$ cat config.mk
export PLATFORM = sky130hd
export DESIGN_NAME = mem_stage
export DESIGN_NICKNAME = d
export VERILOG_FILES = /design/src/rtl/mem_pkg.sv /design/src/rtl/mem_lane_align.sv /design/src/rtl/mem_stage.sv
export SDC_FILE = /design/constraint.sdc
export NUM_CORES = 1
export LEC_CHECK = 0
export ABC_AREA = 1
export BUFFER_PORTS_ARGS = -buffer_cell sky130_fd_sc_hd__clkbuf_2
export CAP_MARGIN = 30
export CORE_ASPECT_RATIO = 1.1
export CORE_MARGIN = 4
export CORE_UTILIZATION = 35
export DETAILED_ROUTE_END_ITERATION = 16
export SETUP_SLACK_MARGIN = 0.4
export SLEW_MARGIN = 30
export SYNTH_ARGS = -nofsm -noshare
export SYNTH_HDL_FRONTEND = slang
export SYNTH_HIERARCHICAL = 1
export SYNTH_SLANG_ARGS = --single-unit
$ cat constraint.sdc
create_clock -name CLK -period 1.9 [get_ports CLK]
set_input_delay 0.38 -clock CLK [delete_from_list [all_inputs] [get_ports CLK]]
set_output_delay 0.38 -clock CLK [all_outputs]
set_load 0.1 [all_outputs]
$ cat src/rtl/mem_pkg.sv
// rtl/mem_pkg.sv - shared constants, types and alignment check for the memory stage
package mem_pkg;

    localparam logic [2:0] F3_B  = 3'd0;
    localparam logic [2:0] F3_H  = 3'd1;
    localparam logic [2:0] F3_W  = 3'd2;
    localparam logic [2:0] F3_BU = 3'd4;
    localparam logic [2:0] F3_HU = 3'd5;

    typedef enum logic {
        IDLE,
        ACCESS
    } state_t;

    typedef struct packed {
        logic [31:0] jal_selected;
        logic [31:0] read_data2;
        logic [4:0]  rd;
        logic [2:0]  func3;
        logic        write_enable;
        logic        data_mem_select;
        logic        mem_write;
        logic        mem_read;
    } ex_mem_t;

    // Shared by the lane aligner and the FSM look-ahead on the EX inputs.
    function automatic logic access_bad(input logic [1:0] off, input logic [2:0] func3,
                                        input logic mem_read, input logic mem_write);
        logic bad;
        bad = 1'b0;
        if (mem_read && (func3 == 3'd3 || func3 == 3'd6 || func3 == 3'd7))
            bad = 1'b1;
        if (mem_write && func3 > F3_W)
            bad = 1'b1;
        if (func3[1:0] == 2'd1 && off[0])
            bad = 1'b1;
        if (func3[1:0] == 2'd2 && off != 2'd0)
            bad = 1'b1;
        return (mem_read | mem_write) & bad;
    endfunction

endpackage

$ cat src/rtl/mem_lane_align.sv
// rtl/mem_lane_align.sv - byte lanes, store replication, load extraction and misalignment
module mem_lane_align
    import mem_pkg::*;
(
    input  logic [31:0] addr,
    input  logic [2:0]  func3,
    input  logic [31:0] store_data,
    input  logic [31:0] rdata,
    input  logic        mem_read,
    input  logic        mem_write,
    output logic [3:0]  byte_en,
    output logic [31:0] wdata,
    output logic [31:0] load_data,
    output logic        misaligned
);

    logic [1:0]  off;
    logic [31:0] shifted;

    assign off        = addr[1:0];
    assign shifted    = rdata >> {off, 3'b000};
    assign misaligned = access_bad(off, func3, mem_read, mem_write);

    always_comb begin
        byte_en = 4'b1111;
        wdata   = store_data;
        case (func3[1:0])
            2'd0: begin
                byte_en = 4'b0001 << off;
                wdata   = {4{store_data[7:0]}};
            end
            2'd1: begin
                byte_en = 4'b0011 << off;
                wdata   = {2{store_data[15:0]}};
            end
            default: begin
                byte_en = 4'b1111;
                wdata   = store_data;
            end
        endcase
        if (!mem_write)
            wdata = 32'd0;
    end

    always_comb begin
        load_data = shifted;
        case (func3)
            F3_B:    load_data = {{24{shifted[7]}}, shifted[7:0]};
            F3_H:    load_data = {{16{shifted[15]}}, shifted[15:0]};
            F3_BU:   load_data = {24'd0, shifted[7:0]};
            F3_HU:   load_data = {16'd0, shifted[15:0]};
            default: load_data = shifted;
        endcase
    end

endmodule

$ cat src/rtl/mem_stage.sv
// rtl/mem_stage.sv - RV32IM memory stage: EX/MEM register, dmem handshake FSM, MEM/WB register
module mem_stage
    import mem_pkg::*;
#(
    parameter int TIMEOUT_CYCLES = 16,
    parameter int CNT_W          = 5
) (
    input  logic        CLK,
    input  logic        RST,
    input  logic [31:0] EX_JAL_SELECTED,
    input  logic [31:0] EX_READ_DATA2,
    input  logic [4:0]  EX_RD,
    input  logic [2:0]  EX_FUNC3,
    input  logic        EX_WRITE_ENABLE,
    input  logic        EX_DATA_MEM_SELECT,
    input  logic        EX_MEM_WRITE,
    input  logic        EX_MEM_READ,
    input  logic [31:0] DMEM_RDATA,
    input  logic        DMEM_READY,
    output logic        DMEM_REQ,
    output logic        DMEM_WE,
    output logic [31:0] DMEM_ADDR,
    output logic [31:0] DMEM_WDATA,
    output logic [3:0]  DMEM_BYTE_EN,
    output logic        MEM_STALL,
    output logic [31:0] MEM_RESULT,
    output logic [4:0]  MEM_RD,
    output logic        MEM_WRITE_ENABLE,
    output logic        MEM_FAULT
);

    ex_mem_t        r;
    ex_mem_t        ex_in;
    state_t         state;
    state_t         next_state;
    logic [CNT_W-1:0] cnt;
    logic           in_access;
    logic           last_cycle;
    logic           timeout;
    logic           ex_go;
    logic           misaligned;
    logic           fault;
    logic [31:0]    load_data;

    always_comb begin
        ex_in                 = '0;
        ex_in.jal_selected    = EX_JAL_SELECTED;
        ex_in.read_data2      = EX_READ_DATA2;
        ex_in.rd              = EX_RD;
        ex_in.func3           = EX_FUNC3;
        ex_in.write_enable    = EX_WRITE_ENABLE;
        ex_in.data_mem_select = EX_DATA_MEM_SELECT;
        ex_in.mem_write       = EX_MEM_WRITE;
        ex_in.mem_read        = EX_MEM_READ;
    end

    mem_lane_align u_align (
        .addr       (r.jal_selected),
        .func3      (r.func3),
        .store_data (r.read_data2),
        .rdata      (DMEM_RDATA),
        .mem_read   (r.mem_read),
        .mem_write  (r.mem_write),
        .byte_en    (DMEM_BYTE_EN),
        .wdata      (DMEM_WDATA),
        .load_data  (load_data),
        .misaligned (misaligned)
    );

    assign in_access  = (state == ACCESS);
    assign last_cycle = (cnt == CNT_W'(TIMEOUT_CYCLES - 1));
    assign MEM_STALL  = in_access & ~DMEM_READY & ~last_cycle;
    assign timeout    = in_access & ~DMEM_READY & last_cycle;
    assign fault      = misaligned | timeout;
    // ACCESS is entered as R captures an aligned mem op, so the request goes out in R's first cycle.
    assign ex_go      = (EX_MEM_READ | EX_MEM_WRITE)
                      & ~access_bad(EX_JAL_SELECTED[1:0], EX_FUNC3, EX_MEM_READ, EX_MEM_WRITE);

    assign DMEM_REQ  = in_access;
    assign DMEM_WE   = in_access & r.mem_write;
    assign DMEM_ADDR = {r.jal_selected[31:2], 2'b00};

    always_comb begin
        next_state = state;
        if (!MEM_STALL)
            next_state = ex_go ? ACCESS : IDLE;
    end

    always_ff @(posedge CLK) begin
        if (!RST) begin
            state <= IDLE;
            cnt   <= '0;
            r     <= '0;
        end else begin
            state <= next_state;
            cnt   <= MEM_STALL ? cnt + 1'b1 : '0;
            if (!MEM_STALL)
                r <= ex_in;
        end
    end

    always_ff @(posedge CLK) begin
        if (!RST) begin
            MEM_RESULT       <= '0;
            MEM_RD           <= '0;
            MEM_WRITE_ENABLE <= 1'b0;
            MEM_FAULT        <= 1'b0;
        end else if (!MEM_STALL) begin
            MEM_RESULT       <= r.data_mem_select ? load_data : r.jal_selected;
            MEM_RD           <= r.rd;
            MEM_WRITE_ENABLE <= r.write_enable & (r.rd != 5'd0) & ~fault;
            MEM_FAULT        <= fault;
        end
    end

endmodule
==> results of run 1 <==
[metal layers]
metal / global-route usage (%) / up-vias
li1: - / 3941
met1: 28.40 / 3674
met2: 38.56 / 336
met3: 5.134 / 62
met4: 8.239 / 2
met5: 0 / -
[worst max-delay path, cell delays in order, from the launching register on]
cell and delay (ns):
dfxtp_4 0.49, inv_12 0.08, buf_12 0.17, o22ai_4 0.18, nor2_4 0.07, buf_12 0.16
[flip-flops by register name (all words and copies together) (netlist names)]
register          flops
DMEM_ADDR            30
DMEM_REQ              1
MEM_FAULT             1
MEM_RD                5
MEM_RESULT           32
MEM_WRITE_ENABLE      1
cnt                   5
r                    46
[timing repair]
item	CTS	global route
pin swaps	31	39
hold buffers	0	0
gates cloned	19	15
resized for setup	283	201
setup buffers	33	6
setup endpoints to repair	229	201
[placed cells by master (no fill, tap or decap), types with 16 or more instances in the layout]
| cell type | instances |
|---|---|
| clkbuf_4 | 18 |
| clkbuf_2 | 109 |
| buf_12 | 60 |
| nand3b_1 | 32 |
| clkbuf_16 | 26 |
| nor2_1 | 197 |
| dfxtp_1 | 110 |
| nor2_4 | 46 |
| nor2_2 | 52 |
| nand2_2 | 65 |
| buf_4 | 35 |
| inv_1 | 132 |
| nand3_1 | 28 |
| buf_16 | 16 |
| buf_6 | 20 |
| o21ai_0 | 46 |
| nand2_4 | 21 |
| clkbuf_8 | 26 |
| nand2_1 | 227 |
[logic make-up (layout without fill, tap and decap cells)]
group,after synthesis,after routing,synth area share [%]
AOI/OAI and AO/OA,98,98,7.126
DFF,121,121,34.49
other,1,2,0.05340
buffers and inverters,246,483,17.07
and+or+nand+nor,685,691,40.78
xor gates and xnor gates,1,1,0.1247
adders and majority gates,2,2,0.3563
[layout make-up]
type | count | share of cell area (%)
tap | 252 | 2.589
multi-input combinational | 794 | 37.98
sequential | 121 | 20.15
timing repair buffer | 304 | 29.38
inverter | 146 | 4.984
clock inverter | 14 | 1.223
clock buffer | 18 | 3.607
timing repair inverter | 1 | 0.09248
[stage by stage]
stage	util, %	cell area, um2
floorplan	-	7503
global placement	45.32	8971
detailed placement	45.32	8971
CTS	57.49	11380
global route	61.51	12180
finish	61.51	12180
[power groups by stage]
stage | clock network (uW) | registers, uW | logic [uW]
global route | 3440 | 2960 | 3640
floorplan | 0 | 3390 | 1700
detailed placement | 0 | 2940 | 2730
CTS | 3310 | 2910 | 3230
finish | 3270 | 2940 | 3470
global placement | 0 | 2930 | 2730
[final timing paths]
| check | to | slack (ns) | cells after the start |
|---|---|---|---|
| max | DMEM_WDATA[27] | -0.07 | 5 |
| max reg2reg | r[33] | -0.06 | 15 |
| min reg2reg | cnt[3] | 0.47 | 2 |
| min | r[40] | 0.23 | 5 |
==> impl_metrics.csv, run 1 <==
group,metric,value,unit
route,ant_nets,0,
power,power.total,9676,uW
route,top_layer,"met5",
global_routing,grt_max_degree,65,
route,drt-total-wl,28280,um
cells_and_area,fin_cells,1650,
die,dieWidth,143.1,um
timing,fin_crit,1.970,ns
synth,synthesis.area,7023,um2
route,drt_pass1_iterations,8,
global_routing,gr-usage-all-layers,22.80,%
power,switching_share,39.39,%
cells_and_area,antenna_cells,0,
hold_path,hold_path.class,"in2reg",
cells_and_area,seq_area,2454,um2
cells_and_area,multiInputGateArea,4624,um2
route,m1WireLength,11390,um
global_routing,antenna_found_initial,1,
run,cap_violations,0,
route,drc,0,
hold_path,hp-start,"EX_READ_DATA2[28]",
clock_tree,clock-sinks,121,
die,start_util,35.48,%
timing,setup_viol,36,
worst_setup_path,cp-startpoint,"r[5]",
power,power.density,794.6,nW/um2
power,clkPwrFrac,33.8,%
timing,fmax,507.5,MHz
timing,hold_violations,0,
die,core-area,19800,um2
status,violations,"setup timing",
synth,yosys_warnings,6,
synth,ys_ff_latch,121,
clock_tree,root_buffer,"clkbuf_16",
power,combPwrFrac,35.8,%
power,internal-power,5865,uW
cells_and_area,final_nets,1498,
clock_tree,cts_max_level,4,
global_routing,grt_pass1_vias,7391,
timing,drv_slew,0,
worst_setup_path,end_kind,"output port",
timing,clock_skew,0.008797,ns
route,num_vias,8015,
worst_setup_path,r2r-start,"cnt[0]",
worst_setup_path,start_kind,"register",
placement,dp_cells,1545,
route,met2_length,13870,um
synth,async_flop_share,0,%
route,routed-wl-met3,2166,um
worst_setup_path,required,1.52,ns
synth,synth_top_area_cell,"dfxtp_1",
global_routing,grt_overflow,0,
cells_and_area,drive_gt1_share,42.63,%
synth,syn_inst,1154,
placement,gp_congestion,0.8538,
clock_tree,cts_tree,"built",
route,post_drt_wl_per_cell,17.14,um
global_routing,grt_pass1_wl,40080,um
status,outcome,"finished with violations",
die,io_pins,221,
worst_setup_path,worstPathMaxFanout,12,
timing,fin_setup_tns,-1.273,ns
route,drtIter0Drc,477,
synth,synth.top_cell.area_share,34.49,%
synth,yosys-top-cells-area,"dfxtp_1 34%, nand2_1 17%, nor2_1 16%, inv_1 7.5%, o21ai_0 5.3%",
timing,rsz0062_at_grt,"yes",
placement,pre_cts_ws,0.1151,ns
placement,dp_hpwl,15640,um
synth,synth_most_common_cell,"nand2_1",
synth,ys.flop_type,"dfxtp_1",
route,vias_per_cell,4.858,
timing,hold_slack,0.2329,ns
worst_setup_path,crit_type,"reg2out",
power,peakVddDrop,0.6370,mV
placement,port_buffers,218,
worst_setup_path,cp.arrival,1.59,ns
power,cellLeakagePower,0.006033,uW
clock_tree,insertion_delay,0.42,ns
die,die_height,156.6,um
clock_tree,clock_path_buffers,2,
power,power.switching,3812,uW
timing,worst_slack,-0.07040,ns
synth,ys_types,27,
timing,post-route-period-util,103.7,%
synth,yosysSeqAreaShare,34.49,%
synth,syn_area_per_cell,6.086,um2
die,num_rows,54,
synth,synth_edf_count,0,
cells_and_area,fill_cells,1664,
cells_and_area,area_growth,73.38,%
clock_tree,clk_pin_slew,0.06,ns
synth,synthTopCellsByCount,"312 x nand2_1, 291 x nor2_1, 141 x inv_1",
power,seqPwrFrac,30.4,%
clock_tree,cts_inserted_buffers,17,
die,dieArea,22400,um2
Power figures use the tool's default switching activity.
==> run 2: changes to the inputs <==
--- a/config.mk
+++ b/config.mk
@@ -7,11 +7,12 @@
 export LEC_CHECK = 0
 export ABC_AREA = 1
 export BUFFER_PORTS_ARGS = -buffer_cell sky130_fd_sc_hd__clkbuf_2
-export CAP_MARGIN = 30
+export CAP_MARGIN = 10
 export CORE_ASPECT_RATIO = 1.1
 export CORE_MARGIN = 4
-export CORE_UTILIZATION = 35
+export CORE_UTILIZATION = 41
 export DETAILED_ROUTE_END_ITERATION = 16
+export PLACE_DENSITY = 0.66
 export SETUP_SLACK_MARGIN = 0.4
 export SLEW_MARGIN = 30
 export SYNTH_ARGS = -nofsm -noshare
==> run 2 against run 1 <==
Against the previous run:
- the flow still finishes with violations (setup timing)
- highest routed layer is now met4
- largest cell class unchanged
- utilization is 16 points higher
- worst hold slack got worse by 0.0068 ns
- sequential cell count unchanged
- final cell count down 1.7%
- via count increased by 8.1%
- clock power barely moved
- routed wire length grew 13%
- clock skew up 0.0041 ns
- global-route usage rose by 4.1 points
- first-iteration DRC count up 64%
- final area increased by 5.0%
==> impl_metrics.csv, run 2 (synthesis results as in run 1) <==
group,metric,value,unit
worst_setup_path,crit_type,"reg2out",
placement,dp_hpwl,15070,um
worst_setup_path,crit-reg2reg-capture,"DMEM_ADDR[25]",
status,outcome,"finished with violations",
clock_tree,clock-sinks,121,
worst_setup_path,cp-startpoint,"r[4]",
power,power.density,776.9,nW/um2
cells_and_area,seq_area,2452,um2
route,ant_nets,0,
clock_tree,insertion_delay,0.43,ns
worst_setup_path,r2r_slack,-0.06,ns
cells_and_area,area_growth,82.09,%
clock_tree,root_buffer,"clkbuf_16",
global_routing,met2_usage,46.70,%
worst_setup_path,r2r-start,"cnt[1]",
cells_and_area,mostFrequentLayoutCells,"182 x nand2_1, 177 x nor2_1, 132 x inv_1, 111 x dfxtp_1, 109 x clkbuf_2",
timing,setup_viol,34,
route,post_drt_wl_per_cell,19.72,um
timing,post-route-period-util,106.6,%
run,cap_violations,0,
clock_tree,clock_path_buffers,2,
route,drc,0,
die,dieWidth,132.8,um
worst_setup_path,reg2reg_depth,14,
route,drtIter0Drc,783,
cells_and_area,fill_cells,1029,
die,start_util,42.43,%
global_routing,grt_use_met3,5.817,%
timing,relSlewSlack,66.29,%
timing,fin_crit,2.026,ns
power,peakVddDrop,0.6880,mV
status,violations,"setup timing",
global_routing,antenna_found_initial,2,
worst_setup_path,worstPathMaxFanout,5,
die,io_pins,221,
global_routing,busiest_layer,"met2",
die,num_rows,49,
route,num_vias,8663,
timing,rsz0062_at_grt,"yes",
timing,hold_violations,0,
hold_path,hold_path.class,"in2reg",
die,core-area,16550,um2
hold_path,hp-start,"EX_READ_DATA2[10]",
clock_tree,cts_max_level,4,
global_routing,grt_max_degree,61,
worst_setup_path,cp.arrival,1.65,ns
timing,fmax,493.5,MHz
placement,gp_congestion,0.9013,
die,die_height,145.3,um
timing,worst_slack,-0.1262,ns
timing,drv_slew,0,
route,vias_per_cell,5.341,
route,drt_pass1_iterations,5,
cells_and_area,drive_gt1_share,48.34,%
power,power.total,9936,uW
cells_and_area,multiInputGateArea,5081,um2
timing,worst_pin_slew,0.5050,ns
cells_and_area,largest_reg_flops,46,
cells_and_area,final_common_cell,"nand2_1",
clock_tree,cts_tree,"built",
placement,port_buffers,218,
cells_and_area,largest_register,"r",
worst_setup_path,setup.worst_path.end,"DMEM_BYTE_EN[2]",
worst_setup_path,required,1.52,ns
worst_setup_path,start_kind,"register",
route,drt-total-wl,31990,um
worst_setup_path,end_kind,"output port",
global_routing,grt_overflow,0,
global_routing,gr-usage-all-layers,26.87,%
cells_and_area,final_nets,1515,
power,cellLeakagePower,0.006241,uW
clock_tree,clk_pin_slew,0.06,ns
die,dieArea,19290,um2
placement,pre_cts_ws,0.1139,ns
timing,clock_skew,0.01285,ns
global_routing,grt_pass1_vias,7893,
clock_tree,cts_inserted_buffers,17,
global_routing,grt_pass1_wl,41870,um
global_routing,grtUsageMet1,31.38,%
run 2: changes by cell type in the layout (fill, tap and decap cells not counted), moves of 7 or more:
cell and delta:
nor2_1 -20, o21ai_0 -12, clkbuf_8 +9, nand3_2 +10
buf_6 +7, nand2_1 -45, nor2_2 +9, o21ai_1 +7
nand2_4 +28, nor2_4 +11, nand3_1 -10, nand2_2 +17
o21ai_4 +8
run 2: metrics by stage:
| step | hold slack, ns | utilization [%] | TNS, ns | cell area [um2] | std cells |
|---|---|---|---|---|---|
| finish | 0.2261 | 77.26 | -1.840 | 12790 | 1622 |
| global route | 0.2568 | 77.24 | -4.989 | 12790 | 1621 |
| CTS | 0.2171 | 69.31 | -0.7036 | 11470 | 1597 |
| detailed placement | 0.4539 | 53.79 | 0 | 8904 | 1496 |
| global placement | 0.4465 | 53.79 | 0 | 8904 | 1496 |
| floorplan | 0.4326 | - | 0 | 7503 | 1155 |
run 2: worst min path at each step:
stage | to | cells past startpoint
6_report | r[22] | 5
3_5_place_dp | cnt[3] | 2
4_1_cts | r[24] | 5
2_1_floorplan | cnt[0] | 1
3_3_place_gp | cnt[0] | 1
5_1_grt | DMEM_ADDR[31] | 5
run 2: where the power goes:
| group | internal [uW] | switching [uW] | total (uW) |
|---|---|---|---|
| clock | 2060 | 1220 | 3280 |
| combinational | 1260 | 2450 | 3710 |
| sequential | 2720 | 224 | 2950 |
run 2: per-layer routing:
| layer | wire, um | part of all wire (%) |
|---|---|---|
| met1 | 11630 | 36 |
| met2 | 15830 | 49 |
| met3 | 2769 | 8.7 |
| met4 | 1765 | 5.5 |
| met5 | 0 | 0 |
run 2: worst max-delay path: stages, from the launching register on:
cell     delay [ns]
dfxtp_4        0.46
inv_8          0.08
nor2_4         0.14
nand2_2        0.11
o21ai_4        0.22
buf_12         0.20
run 2: area by class of cell:
class / instances / share of cell area (%)
Inverter: 146 / 4.726
Multi-Input combinational cell: 794 / 39.73
Clock buffer: 25 / 3.874
Clock inverter: 7 / 0.6946
Antenna cell: 3 / 0.05870
Tap cell: 204 / 1.996
Sequential cell: 121 / 19.18
Timing Repair Buffer: 322 / 29.74
run 2: what timing repair did:
item,in CTS,in global routing
setup buffers,49,7
setup endpoints to repair,221,195
pin swaps,84,96
gates resized for setup,282,322
cloned,20,15
hold buffers,0,0
